==> config.mk <==
export PLATFORM = sky130hd
export DESIGN_NAME = ldst_bank_arbiter
export DESIGN_NICKNAME = d
export VERILOG_FILES = /design/src/rtl/ldst_bank_arbiter.sv
export SDC_FILE = /design/constraint.sdc
export NUM_CORES = 1
export LEC_CHECK = 0
export ABC_AREA = 1
export BUFFER_PORTS_ARGS = -buffer_cell sky130_fd_sc_hd__buf_2
export CORE_ASPECT_RATIO = 0.6
export CORE_MARGIN = 2
export CORE_UTILIZATION = 52
export DETAILED_ROUTE_END_ITERATION = 7
export PLACE_DENSITY = 0.77
export SETUP_SLACK_MARGIN = 0.05
export SLEW_MARGIN = 10
export SYNTH_ARGS = -nofsm -noshare
export SYNTH_HDL_FRONTEND = slang
export SYNTH_SLANG_ARGS = --single-unit
export TNS_END_PERCENT = 50
==> constraint.sdc <==
create_clock -name clk -period 6.5 [get_ports clk]
set_input_delay 0.325 -clock clk [delete_from_list [all_inputs] [get_ports clk]]
set_output_delay 0.325 -clock clk [all_outputs]
set_load 0.05 [all_outputs]
==> src/rtl/ldst_bank_arbiter.sv <==
// Warp-wide L1 load/store bank arbiter: serializes a request into conflict-free passes.
// Optional macro LDST_ARB_BROADCAST_EN coalesces same-bank, same-row lanes into one pass.
module ldst_bank_arbiter #(
  parameter int SP_PER_MP     = 8,
  parameter int NUM_BANKS     = 8,
  parameter int L1_ADDR_WIDTH = 10,
  parameter int BANK_WIDTH    = $clog2(NUM_BANKS),
  parameter int ROW_WIDTH     = L1_ADDR_WIDTH - BANK_WIDTH,
  parameter int PASS_WIDTH    = $clog2(SP_PER_MP + 1)
) (
  input  logic                     clk,
  input  logic                     rst_n,
  input  logic                     req_valid,
  output logic                     req_ready,
  input  logic [L1_ADDR_WIDTH-1:0] req_addrs [SP_PER_MP],
  input  logic [SP_PER_MP-1:0]     req_mask,
  output logic                     issue_valid,
  input  logic                     bank_ready,
  output logic [NUM_BANKS-1:0]     bank_en,
  output logic [ROW_WIDTH-1:0]     bank_row [NUM_BANKS],
  output logic [SP_PER_MP-1:0]     lane_grant,
  output logic                     done,
  output logic [PASS_WIDTH-1:0]    pass_count,
  output logic                     contention
);

  typedef enum logic {IDLE, ISSUE} state_t;

  state_t                     state, state_next;
  logic [L1_ADDR_WIDTH-1:0]   addrs [SP_PER_MP];
  logic [SP_PER_MP-1:0]       pending, pending_next;
  logic [PASS_WIDTH-1:0]      count, count_inc;
  logic                       found;
  logic                       retire;

  assign req_ready    = (state == IDLE);
  assign issue_valid  = (state == ISSUE);
  assign retire       = issue_valid & bank_ready;
  assign pending_next = pending & ~lane_grant;
  assign count_inc    = count + PASS_WIDTH'(1);

  // NOTE: sequential state uses non-blocking (<=) so every register samples pre-edge values.
  always_ff @(posedge clk or negedge rst_n) begin
    if (!rst_n) state <= IDLE;
    else        state <= state_next;
  end

  // NOTE: every output of a combinational block gets a default first, so no latch is inferred.
  always_comb begin
    state_next = state;
    case (state)
      IDLE:    if (req_valid && (req_mask != '0)) state_next = ISSUE;
      ISSUE:   if (retire && (pending_next == '0)) state_next = IDLE;
      default: state_next = IDLE;
    endcase
  end

  // NOTE: the address store is deliberately not reset; only lanes marked in pending are ever read.
  always_ff @(posedge clk) begin
    if (state == IDLE && req_valid) addrs <= req_addrs;
  end

  always_ff @(posedge clk or negedge rst_n) begin
    if (!rst_n) begin
      pending    <= '0;
      count      <= '0;
      done       <= 1'b0;
      pass_count <= '0;
      contention <= 1'b0;
    end else begin
      done <= 1'b0;
      if (state == IDLE) begin
        if (req_valid) begin
          pending <= req_mask;
          count   <= '0;
          if (req_mask == '0) begin
            done       <= 1'b1;
            pass_count <= '0;
            contention <= 1'b0;
          end
        end
      end else if (retire) begin
        pending <= pending_next;
        count   <= count_inc;
        if (pending_next == '0) begin
          done       <= 1'b1;
          pass_count <= count_inc;
          contention <= (count_inc > PASS_WIDTH'(1));
        end
      end
    end
  end

  // Per-bank leader search runs for all banks in parallel; lowest pending lane wins.
  always_comb begin
    bank_en    = '0;
    lane_grant = '0;
    found      = 1'b0;
    for (int b = 0; b < NUM_BANKS; b++) begin
      bank_row[b] = '0;
      found       = 1'b0;
      for (int l = 0; l < SP_PER_MP; l++) begin
        if (issue_valid && !found && pending[l] &&
            (addrs[l][BANK_WIDTH-1:0] == BANK_WIDTH'(b))) begin
          found         = 1'b1;
          bank_en[b]    = 1'b1;
          bank_row[b]   = addrs[l][L1_ADDR_WIDTH-1:BANK_WIDTH];
          lane_grant[l] = 1'b1;
        end
      end
`ifdef LDST_ARB_BROADCAST_EN
      // Followers reading the leader's exact row ride along in the same pass.
      for (int l = 0; l < SP_PER_MP; l++) begin
        if (bank_en[b] && pending[l] &&
            (addrs[l][BANK_WIDTH-1:0] == BANK_WIDTH'(b)) &&
            (addrs[l][L1_ADDR_WIDTH-1:BANK_WIDTH] == bank_row[b]))
          lane_grant[l] = 1'b1;
      end
`endif
    end
  end

endmodule
# Yosys cells after proc, flatten, opt, wreduce, memory -nomap -nowiden
# Cells that the tools add are included.
# totals
output_inout_bits,80
reg_bits,99
# classes
muxes,215
n_lt_le_gt_ge,1
bitwise,4
eq_ne,58
addsub,1
reduce_logical,251
# ops
operator,count
7-bit two-way mux,64
1-bit logical AND,180
1-bit two-way mux,139
"3-bit equality test, second input constant",32
1-bit zero test,56
"3-bit by 2-bit equality test with 1-bit output, second input constant",16
4-bit two-way mux,8
"3-bit by 1-bit equality test with 1-bit output, second input constant",8
3-bit zero test,8
8-bit two-way mux,3
8-bit zero test,2
8-bit AND,1
8-bit NOT,1
8-bit nonzero test,1
"4-bit by 1-bit adder with 4-bit output, second input constant",1
"4-bit by 1-bit greater-than comparator with 1-bit output, second input constant",1
"2-bit by 1-bit inequality test with 1-bit output, second input constant",2
4-bit AND reduction,1
2-bit nonzero test,2
1-bit case mux with 2 select lines,1
2-bit AND reduction,1
1-bit AND,1
1-bit NOT,1

# Logic depth before layout (Yosys ltp)
# logic_depth
ltp_word,51
mapped_depth,17

# Least setup slack after synthesis
# OpenSTA, ideal clock, no wires.
# synth_timing
path_type,flip-flop to flip-flop
start,"register state, in the netlist issue_valid"
end,register contention
n_path_buf,3
t_arrival_ns,4.211
path_slack_ns,2.222
required_ns,6.433
stages_incl_launch_ff,11
synth_period_minus_slack_ns,4.278
path_cell_list,dfrtp_1 > buf_6 > buf_6 > inv_2 > clkbuf_1 > nand2_1 > inv_1 > nand3_1 > nand2_4 > nand2_1 > nand2_1
# synth_via
elab_chain_len,50
# synth_lines
element,line_no,rtl
from (decl),29,"state_t state, state_next;"
from (signal assigned),45,else state <= state_next;
1-bit logical AND (2 in series),103,if (issue_valid && !found && pending[l] &&
1-bit two-way mux,103,
1-bit zero test,103,
1-bit logical AND (3 in series),103,
1-bit two-way mux,103,
1-bit zero test,103,
1-bit logical AND (3 in series),103,
1-bit two-way mux,103,
(+20 left out),--,
1-bit zero test,103,
1-bit logical AND (3 in series),103,
1-bit two-way mux (8 in series),103,
8-bit NOT,39,assign pending_next = pending & ~lane_grant;
8-bit AND,39,
8-bit zero test,85,if (pending_next == '0) begin
2-bit by 1-bit inequality test with 1-bit output (no line),--,
4-bit AND reduction (no line),--,
to (signal assigned),88,contention <= (count_inc > PASS_WIDTH'(1));
to (decl),24,output logic contention
# Parallel ways exist; a longest one is shown, timed or not.
# A chain may end at the register's enable or synchronous reset.

==> key figures <==
Global routing
  – Vias in the first global route: roughly 7400
  – Total track usage: 0.3678
  – First-pass GRT wire length: between 40000 and 50000 um
  – Initial antenna violation count: 1
  – Largest net degree at the start of global routing: 49
  – Grt ovf: 0

Finish
  – Final Cell Area: 8838 um^2
  – Most frequent cells in the layout: nand2_1 (225), buf_2 (171), inv_1 (145), nor2_1 (112), edfxtp_1 (80)
  – Area Overhead vs Synth: 17.26%
  – Fin nets: approximately 1300
  – Area of the multi-input gates: between 3000 and 4000 um^2
  – Storage element area: around 2900 um^2
  – Layout fillers: 1331
  – Antenna diodes: 0
  – Commonest non-fill, non-tap cell in the layout: nand2_1
  – Share of cells above drive strength 1: 0.2164

Job
  – # Max-Cap Violations: 0

Logic synthesis
  – Post-synth EDFFs: 80
  – Register area share after synthesis: 0.3818
  – Mapped Nets: around 1100
  – Mapped Cells: 1003
  – Syn Std Cell Area: 7537 um^2
  – Ys async rst share: 0.1919
  – Ys flop type: edfxtp_1
  – Synth Warn #: 0
  – Yosys cell types: 40
  – Syn Area/Cell: between 7 and 8 um^2
  – Yosys reg bits: 99

Timing
  – Final Max Slew Viols: 0
  – Setup Skew: about 0.014 ns
  – Tightest Pin Transition: 0.9884 ns
  – Count of final setup violators: 0
  – Tmin final: 4.080 ns
  – Worst Slack Setup Final: roughly 2.4 ns
  – Hold WS: 0.1336 ns
  – Fin crit share: 0.6277
  – Unrepaired setup endpoints after global routing: false
  – Hold Vio Cnt, Final: 0
  – Slew headroom: 0.3410
  – Fmax achieved: between 200 and 250 MHz
  – Total negative slack: 0 ns

Critical path
  – Crit path from: issue_valid
  – Setup CP Type: flip-flop to output port
  – Crit start category: flip-flop
  – Critical R2R Launch: issue_valid
  – Critical-path maximum fanout: 27
  – Reg-to-Reg End: contention
  – Flop2flop setup slack: 3.11 ns
  – Crit path required time: between 6 and 7 ns
  – CP Capture Type: output port
  – Critical path data arrival time: 3.75 ns
  – Reg2Reg Depth: 15
  – Crit path capture: bank_row[43]

Place
  – Port buffer count: 171
  – DP Area: roughly 8500 um^2
  – HPWL Detailed: between 20000 and 25000 um
  – Gpl congestion: roughly 1
  – Setup Slack @ Placement: 2.945 ns

Clock network
  – Clock sinks: slightly below 100
  – Cts bufs inserted: 9
  – CTS Buffer Depth: 2
  – Root Buffer: clkbuf_16
  – Postcts setup bufs: 0
  – Clock latency at the later pin of the worst-skew pair: between 0.3 and 0.4 ns
  – Register clock-pin slew on the reported worst setup and hold paths: approximately 0.08 ns
  – CTS H-tree lvls: 3
  – CTS tree: yes

Route
  – ANT nets after route: 0
  – Via density: about 6.3
  – WL per Instance: ~21 um
  – Total iterations of the first detailed-routing run: 8
  – Final WL: 29170 um
  – DRC viols: 4
  – Routed vias: between 8000 and 9000
  – Iter 0 DRT Violations: 1810

Die
  – DIE HEIGHT: roughly 97 um
  – Site row count: 34
  – Core area: 14340 um^2
  – Io pins: between 150 and 200
  – Starting density of the core: 0.5257
  – DIE WIDTH: between 150 and 200 um
  – Die Area: roughly 16000 um^2

Power and ir drop
  – Peak supply drop: 0.0001840 V
  – PD cells: between 300 and 400 nW/um^2
  – Final Total Pwr: ~3.1 mW
  – Static Leak: between 4 and 5 nW

Run status
  – Failing checks: design-rule violations
  – Outcome: finished, violations left

Hold path
  – Worst min path class: primary input to flip-flop
  – Worst Hold Depth: 1
  – HP Start: req_addrs[69]
==> power by group <==
part	switching, mW	total [mW]	internal [mW]	leakage, nW
combinational	1.25	1.62	0.371	3.31
clock	0.266	0.536	0.270	0.138
sequential	0.147	0.968	0.820	0.972
total	1.66	3.12	1.46	4.42
==> critical path: stages, from the launching register on <==
cell and delay [ns]:
dfrtp_1 0.99, nand2_4 0.17, nor2_4 0.22, nand2_1 0.31, nand3_1 0.24, inv_1 0.16
a221oi_1 0.50, o221ai_1 0.29, a21oi_1 0.19, nand2_1 0.09, buf_2 0.22
==> layer usage <==
layer / global-route usage / share of wire / vias up / routed length, um
met4: 0.04126 / 0.0098 / 2 / 285
met2: 0.4472 / 0.35 / 744 / 10280
met5: 0.01948 / 0.00048 / - / 14
met3: 0.1750 / 0.18 / 36 / 5394
met1: 0.5832 / 0.45 / 3913 / 13190
li1: - / - / 3887 / -
==> worst min-delay path by stage <==
| stage | end | slack [ns] |
|---|---|---|
| global route | addrs[64] | 0.12 |
| detailed placement | pending[6] | 0.30 |
| floorplan | contention | 0.03 |
| CTS | addrs[69] | 0.13 |
| finish | addrs[69] | 0.13 |
| global placement | pending[6] | 0.30 |
==> logic make-up (layout without fill, tap and decap cells) <==
group / Yosys count / in the layout / share of synthesized area
and+or+nand+nor: 456 / 456 / 0.2815
AOI/OAI and AO/OA: 260 / 260 / 0.2339
buffers and inverters: 183 / 349 / 0.09545
DFF: 99 / 99 / 0.3818
adders and majority gates: 3 / 3 / 0.004981
xor gates and xnor gates: 2 / 2 / 0.002324
==> registers in the layout, indices dropped and copies added, names as in the netlist <==
register     count
done             1
issue_valid      1
contention       1
addrs           80
pass_count       4
pending          8
count            4
==> Yosys cell counts (17+ instances only) <==
master,number,area share
a21oi_1,63,0.042
a221oi_1,44,0.051
clkbuf_1,19,0.0095
dfrtp_1,19,0.063
edfxtp_1,80,0.32
inv_1,146,0.073
nand2_1,225,0.11
nand3_1,37,0.025
nand4_1,19,0.016
nor2_1,112,0.056
o211ai_1,17,0.017
o21ai_0,30,0.020
o221ai_1,40,0.046
o22ai_1,57,0.047
==> metrics by stage <==
stage / instances / utilization
finish: 1367 / 0.6165
global route: 1367 / 0.6165
CTS: 1367 / 0.6165
detailed placement: 1350 / 0.5959
global placement: 1350 / 0.5959
floorplan: 1003 / -
==> layout make-up <==
class                           instances  share of cell area
Multi-Input combinational cell        721              0.4458
Sequential cell                        99              0.3256
Timing Repair Buffer                  174             0.09966
Inverter                              159             0.06866
Tap cell                              198             0.02803
Clock buffer                           10             0.02591
Clock inverter                          6            0.006370
==> what timing repair did <==
item / 4_1_cts / 5_1_grt
hold endpoints to repair: 19 / 0
hold buffers: 1 / 0
gates resized for setup: 0 / 0
No activity file was read; power rests on OpenSTA's default activity.
